## src/rtl/pwm_fade_ctrl_if.sv

```systemverilog
// Target-request channel of the PWM fade controller: a valid/ready handshake
// that carries the target duty together with the step size and step rate.
interface pwm_fade_ctrl_if #(
  parameter int WIDTH  = 8,
  parameter int RATE_W = 16
);
  logic              tgt_valid_i;
  logic              tgt_ready_o;
  logic [WIDTH-1:0]  tgt_duty_i;
  logic [WIDTH-1:0]  step_i;
  logic [RATE_W-1:0] rate_i;

  modport master (
    output tgt_valid_i, tgt_duty_i, step_i, rate_i,
    input  tgt_ready_o
  );

  modport slave (
    input  tgt_valid_i, tgt_duty_i, step_i, rate_i,
    output tgt_ready_o
  );
endinterface

```

## src/rtl/pwm_fade_ctrl.sv

```systemverilog
// Duty-cycle sequencer for the pwm block: ramps duty_o toward an accepted target,
// one step every rate PWM periods, updating only at PWM period boundaries.
module pwm_fade_ctrl #(
  parameter int WIDTH  = 8,
  parameter int RATE_W = 16
) (
  input  logic             clk_i,
  input  logic             rst_i,
  pwm_fade_ctrl_if.slave   tgt,
  input  logic             abort_i,
  output logic [WIDTH-1:0] duty_o,
  output logic             period_start_o,
  output logic             busy_o,
  output logic             done_o
);

  typedef enum logic {IDLE = 1'b0, RAMP = 1'b1} state_t;

  state_t            state_reg, state_next;
  logic [WIDTH-1:0]  per_cnt_reg;
  logic [WIDTH-1:0]  duty_reg, duty_next;
  logic [WIDTH-1:0]  tgt_reg, tgt_next;
  logic [WIDTH-1:0]  step_reg, step_next;
  logic [RATE_W-1:0] rate_reg, rate_next;
  logic [RATE_W-1:0] rate_cnt_reg, rate_cnt_next;
  logic              dir_up_reg, dir_up_next;
  logic              done_reg, done_next;

  logic              period_end;
  logic [WIDTH-1:0]  step_eff;
  logic [RATE_W-1:0] rate_eff;
  logic [WIDTH:0]    up_sum;
  logic [WIDTH-1:0]  dn_diff;
  logic [WIDTH-1:0]  stepped_duty;

  assign period_end     = (per_cnt_reg == {WIDTH{1'b1}});
  assign period_start_o = (per_cnt_reg == '0);
  assign tgt.tgt_ready_o = (state_reg == IDLE);
  assign busy_o         = (state_reg == RAMP);
  assign duty_o         = duty_reg;
  assign done_o         = done_reg;

  assign step_eff = (tgt.step_i == '0) ? WIDTH'(1) : tgt.step_i;
  assign rate_eff = (tgt.rate_i == '0) ? RATE_W'(1) : tgt.rate_i;

  // One extra bit on the way up so a large step saturates at the target instead of wrapping.
  assign up_sum  = {1'b0, duty_reg} + {1'b0, step_reg};
  assign dn_diff = duty_reg - step_reg;

  always_comb begin
    stepped_duty = tgt_reg;
    if (dir_up_reg) begin
      if (up_sum <= {1'b0, tgt_reg}) stepped_duty = up_sum[WIDTH-1:0];
    end else begin
      if ((duty_reg >= step_reg) && (dn_diff > tgt_reg)) stepped_duty = dn_diff;
    end
  end

  always_comb begin
    state_next    = state_reg;
    duty_next     = duty_reg;
    tgt_next      = tgt_reg;
    step_next     = step_reg;
    rate_next     = rate_reg;
    rate_cnt_next = rate_cnt_reg;
    dir_up_next   = dir_up_reg;
    done_next     = 1'b0;
    case (state_reg)
      IDLE: begin
        if (tgt.tgt_valid_i) begin
          tgt_next  = tgt.tgt_duty_i;
          step_next = step_eff;
          rate_next = rate_eff;
          if (tgt.tgt_duty_i == duty_reg) begin
            done_next = 1'b1;
          end else begin
            state_next    = RAMP;
            dir_up_next   = (tgt.tgt_duty_i > duty_reg);
            rate_cnt_next = rate_eff - RATE_W'(1);
          end
        end
      end
      RAMP: begin
        // Abort wins over a step falling on the same period end.
        if (abort_i) begin
          state_next = IDLE;
        end else if (period_end) begin
          if (rate_cnt_reg != '0) begin
            rate_cnt_next = rate_cnt_reg - RATE_W'(1);
          end else begin
            duty_next     = stepped_duty;
            rate_cnt_next = rate_reg - RATE_W'(1);
            if (stepped_duty == tgt_reg) begin
              state_next = IDLE;
              done_next  = 1'b1;
            end
          end
        end
      end
      default: state_next = IDLE;
    endcase
  end

  always_ff @(posedge clk_i) begin
    if (rst_i) begin
      state_reg    <= IDLE;
      per_cnt_reg  <= '0;
      duty_reg     <= '0;
      tgt_reg      <= '0;
      step_reg     <= WIDTH'(1);
      rate_reg     <= RATE_W'(1);
      rate_cnt_reg <= '0;
      dir_up_reg   <= 1'b0;
      done_reg     <= 1'b0;
    end else begin
      state_reg    <= state_next;
      per_cnt_reg  <= per_cnt_reg + WIDTH'(1);
      duty_reg     <= duty_next;
      tgt_reg      <= tgt_next;
      step_reg     <= step_next;
      rate_reg     <= rate_next;
      rate_cnt_reg <= rate_cnt_next;
      dir_up_reg   <= dir_up_next;
      done_reg     <= done_next;
    end
  end

endmodule
```

## src/flat_wrapper.sv

```systemverilog
// flat-port wrapper written by rule: the top's interface ports become plain ports
module pwm_fade_ctrl_flat 
#(
  parameter int WIDTH  = 8,
  parameter int RATE_W = 16
)
  (clk_i, rst_i, abort_i, duty_o, period_start_o, busy_o, done_o, tgt_tgt_valid_i, tgt_tgt_duty_i, tgt_step_i, tgt_rate_i, tgt_tgt_ready_o);
  pwm_fade_ctrl_if #(.WIDTH(WIDTH), .RATE_W(RATE_W)) tgt_i ();
  input  logic clk_i;
  input  logic rst_i;
  input  logic abort_i;
  output logic [WIDTH-1:0] duty_o;
  output logic period_start_o;
  output logic busy_o;
  output logic done_o;
  input wire logic [$bits(tgt_i.tgt_valid_i)-1:0] tgt_tgt_valid_i;
  input wire logic [$bits(tgt_i.tgt_duty_i)-1:0] tgt_tgt_duty_i;
  input wire logic [$bits(tgt_i.step_i)-1:0] tgt_step_i;
  input wire logic [$bits(tgt_i.rate_i)-1:0] tgt_rate_i;
  output wire logic [$bits(tgt_i.tgt_ready_o)-1:0] tgt_tgt_ready_o;
  assign tgt_i.tgt_valid_i = tgt_tgt_valid_i;
  assign tgt_i.tgt_duty_i = tgt_tgt_duty_i;
  assign tgt_i.step_i = tgt_step_i;
  assign tgt_i.rate_i = tgt_rate_i;
  assign tgt_tgt_ready_o = tgt_i.tgt_ready_o;
  pwm_fade_ctrl #(.WIDTH(WIDTH), .RATE_W(RATE_W)) u_core (.clk_i(clk_i), .rst_i(rst_i), .tgt(tgt_i), .abort_i(abort_i), .duty_o(duty_o), .period_start_o(period_start_o), .busy_o(busy_o), .done_o(done_o));
endmodule
```

## config.mk

```make
export PLATFORM = sky130hd
export DESIGN_NAME = pwm_fade_ctrl_flat
export DESIGN_NICKNAME = d
export VERILOG_FILES = /design/src/rtl/pwm_fade_ctrl_if.sv /design/src/rtl/pwm_fade_ctrl.sv /design/src/flat_wrapper.sv
export SDC_FILE = /design/constraint.sdc
export NUM_CORES = 1
export LEC_CHECK = 0
export BUFFER_PORTS_ARGS = -buffer_cell sky130_fd_sc_hd__buf_2
export CAP_MARGIN = 20
export CORE_MARGIN = 2
export CORE_UTILIZATION = 45
export CTS_BUF_LIST = sky130_fd_sc_hd__clkbuf_4
export DETAILED_ROUTE_END_ITERATION = 7
export PLACE_DENSITY = 0.72
export REMOVE_ABC_BUFFERS = 1
export SETUP_SLACK_MARGIN = 0.5
export SYNTH_ARGS = -nofsm -noshare
export SYNTH_HDL_FRONTEND = slang
export SYNTH_SLANG_ARGS = --single-unit
export TNS_END_PERCENT = 30
```

## constraint.sdc

```tcl
create_clock -name clk_i -period 6.5 [get_ports clk_i]
set_clock_uncertainty 0.1 [all_clocks]
set_input_delay 0.325 -clock clk_i [delete_from_list [all_inputs] [get_ports clk_i]]
set_output_delay 0.325 -clock clk_i [all_outputs]
set_load 0.05 [all_outputs]
```

==> impl_metrics.env <==
export IMPL_start_kind="register"
export IMPL_clock_fmax_mhz=223
export IMPL_maxCapViolCount=0
export IMPL_final_cell_mix="nand2_1 (82), a21oi_1 (80), dfxtp_1 (67), nor2_1 (54), buf_2 (47)"
export IMPL_antenna_found_initial=0
export IMPL_cts_root_buf="clkbuf_4"
export IMPL_crit_slowest_cell="dfxtp_1"
export IMPL_place_gp_congestion=0.930
export IMPL_reg2regPathDepth=15
export IMPL_finalSetupViolCount=0
export IMPL_drive_above_1_share_pct=12.9
export IMPL_synth_cell_type_count=75
export IMPL_fin_cells=789
export IMPL_ir_drop_v=0.000132
export IMPL_drtIter0Drc=382
export IMPL_start_util_pct=46.6
export IMPL_clkTransAtPathRegs_ps=110
export IMPL_clk_latency_ps=410
export IMPL_crit_fanout=8
export IMPL_grt_pass1_vias=4526
export IMPL_pin_count=48
export IMPL_tightest_slew_ps=700
export IMPL_layout_setup_ws_ps=2020
export IMPL_synth_edf_count=0
export IMPL_power_density_nw_per_um2=189
export IMPL_grt_ovfl_total=0
export IMPL_critical_path_class="register to register"
export IMPL_area_growth_syn_to_layout_pct=8.67
export IMPL_drc=0
export IMPL_avgViaCountPerCell=5.91
export IMPL_synthCells=618
export IMPL_power_total_mw=0.997
export IMPL_place_inst=774
export IMPL_maxSlewViolCount=0
export IMPL_clockBufferDepth=2
export IMPL_multi_input_area_um2=3220
export IMPL_cp_data_required_time_ps=6680
export IMPL_final_nets=731
export IMPL_holdWs_ps=41.9
export IMPL_postLayoutCoreUtil_pct=50.6
export IMPL_yosysTopAreaCellShare_pct=27.7
export IMPL_path_cells="inv_1 -> fa_1 -> or2_1 -> a211oi_2 -> o22ai_1 -> xor2_1 -> ha_1 -> a211oi_1 -> nand4b_1 -> o32ai_2 -> nand2_1 -> o2111a_1 -> a2111oi_4 -> a31o_2 -> a21oi_1"
export IMPL_min_path_type="input pin to register"
export IMPL_dp_slack_ps=2050
export IMPL_dp_hpwl_mm=10.2
export IMPL_postCtsHoldBufs=0
export IMPL_place_area_um2=5140
export IMPL_synth_top_area_cell="dfxtp_1"
export IMPL_hold_path_depth=3
export IMPL_die_x_um=108
export IMPL_postRouteWirelength_mm=13.5
export IMPL_post_drt_wl_per_cell_um=17.1
export IMPL_core_area_um2=10400
export IMPL_track_usage_pct=24.3
export IMPL_port_buffers=47
export IMPL_die_y_um=108
export IMPL_period_share_pct=68.9
export IMPL_die_area_um2=11600
export IMPL_cts_tree="done"
export IMPL_synth_avg_cell_area_um2=7.85
export IMPL_vias=4664
export IMPL_num_rows=37
export IMPL_h_tree_depth=3
export IMPL_fin_crit_ps=4480
export IMPL_ys_top_cells_by_area="dfxtp_1 (28%), ha_1 (11%), a21oi_1 (8.3%)"
export IMPL_num_antenna_cells=0
export IMPL_seq_area_um2=1340
export IMPL_ys_seq_elements=67
export IMPL_cp_end_kind="register"
export IMPL_reg2reg_setup_slack_ps=2020
export IMPL_setup_tns_ps=0
export IMPL_status="completed"
export IMPL_stdcell_area_um2=5270
export IMPL_filler_cell_count=1056
export IMPL_yosys_warnings=0
export IMPL_dr_pass1_iters=5
export IMPL_grt_max_degree=64
export IMPL_cp_data_arrival_time_ps=4660
export IMPL_final_common_cell="nand2_1"
export IMPL_rsz0062_at_grt="false"
export IMPL_grt_pass1_wl_mm=22.4
export IMPL_cts_sinks=67
export IMPL_worstSetupPathDepth=15
export IMPL_async_flop_share_pct=0
export IMPL_seq_area_frac_synth_pct=27.7
export IMPL_cts_resized=0
export IMPL_finalHoldViolCount=0
export IMPL_max_stage_delay_ps=470
export IMPL_ys_dominant_reg_cell="dfxtp_1"
export IMPL_cts_setup_buffers=0
export IMPL_cp_buffers_inverters=1
export IMPL_syn_cell_area_um2=4850
export IMPL_p_leak_nw=2.08
export IMPL_crit_family="compound AO/OA/AOI/OAI gates"
export IMPL_ant_nets=0
export IMPL_maxSlewHeadroom_pct=53.3
export IMPL_numCtsBuffers=9
worst paths after layout:
| kind | to | from |
|---|---|---|
| setup / recovery | u_core.busy_o | u_core.duty_o[1] |
| hold reg to reg | u_core.rate_reg[5] | u_core.rate_reg[5] |
| setup reg to reg | u_core.busy_o | u_core.duty_o[1] |
| hold / removal | u_core.step_reg[5] | tgt_step_i[5] |
per-layer routing:
layer	share of wire (%)	track usage, %	up-vias
li1	-	-	2278
met1	42	30.3	2175
met4	3.1	9.16	0
met2	49	42.2	175
met3	6.2	3.75	36
met5	0	0	-
worst register-to-register path: stages, from the launching register on:
cell,delay (ps)
dfxtp_1,470
inv_1,120
fa_1,470
or2_1,270
a211oi_2,240
o22ai_1,140
xor2_1,310
ha_1,330
a211oi_1,250
nand4b_1,140
o32ai_2,330
nand2_1,250
o2111a_1,330
a2111oi_4,350
a31o_2,200
a21oi_1,60
power breakdown:
| part | switching (mW) | total, mW | internal, mW |
|---|---|---|---|
| Combinational | 0.176 | 0.284 | 0.108 |
| Clock | 0.142 | 0.251 | 0.109 |
| Sequential | 0.0268 | 0.463 | 0.436 |
cells in the mapped netlist, types with 5 or more instances:
cell / instances
nand2b_1: 5
and3_1: 5
inv_1: 39
nor2b_1: 9
a21oi_1: 80
a21o_1: 6
xor2_1: 14
nor3_1: 9
buf_2: 7
or3_1: 6
a211oi_1: 15
ha_1: 43
o211ai_1: 8
xnor2_1: 15
nand4_1: 9
nand3_1: 15
nor4_1: 12
nor2_1: 54
clkbuf_1: 19
nand2_1: 82
o21ai_0: 12
dfxtp_1: 67
cells by family (layout without fill, tap and decap cells):
logic type | Yosys count | in the layout | synth area share [%]
adders and majority gates | 45 | 45 | 11.9
buffers and inverters | 70 | 105 | 6.14
and+or+nand+nor | 228 | 228 | 23.3
muxes | 2 | 2 | 0.413
DFF | 67 | 67 | 27.7
AOI/OAI and AO/OA | 176 | 176 | 25.0
xor gates and xnor gates | 30 | 30 | 5.57
cell type report:
class,instances,area share [%]
well taps,136,3.23
flip-flops and latches,67,25.4
repair buffers,52,5.32
clock buffers,9,1.28
inverters,39,2.78
multi-input cells,481,61.1
clock inverters,5,0.878
No activity file was read; power rests on OpenSTA's default activity.
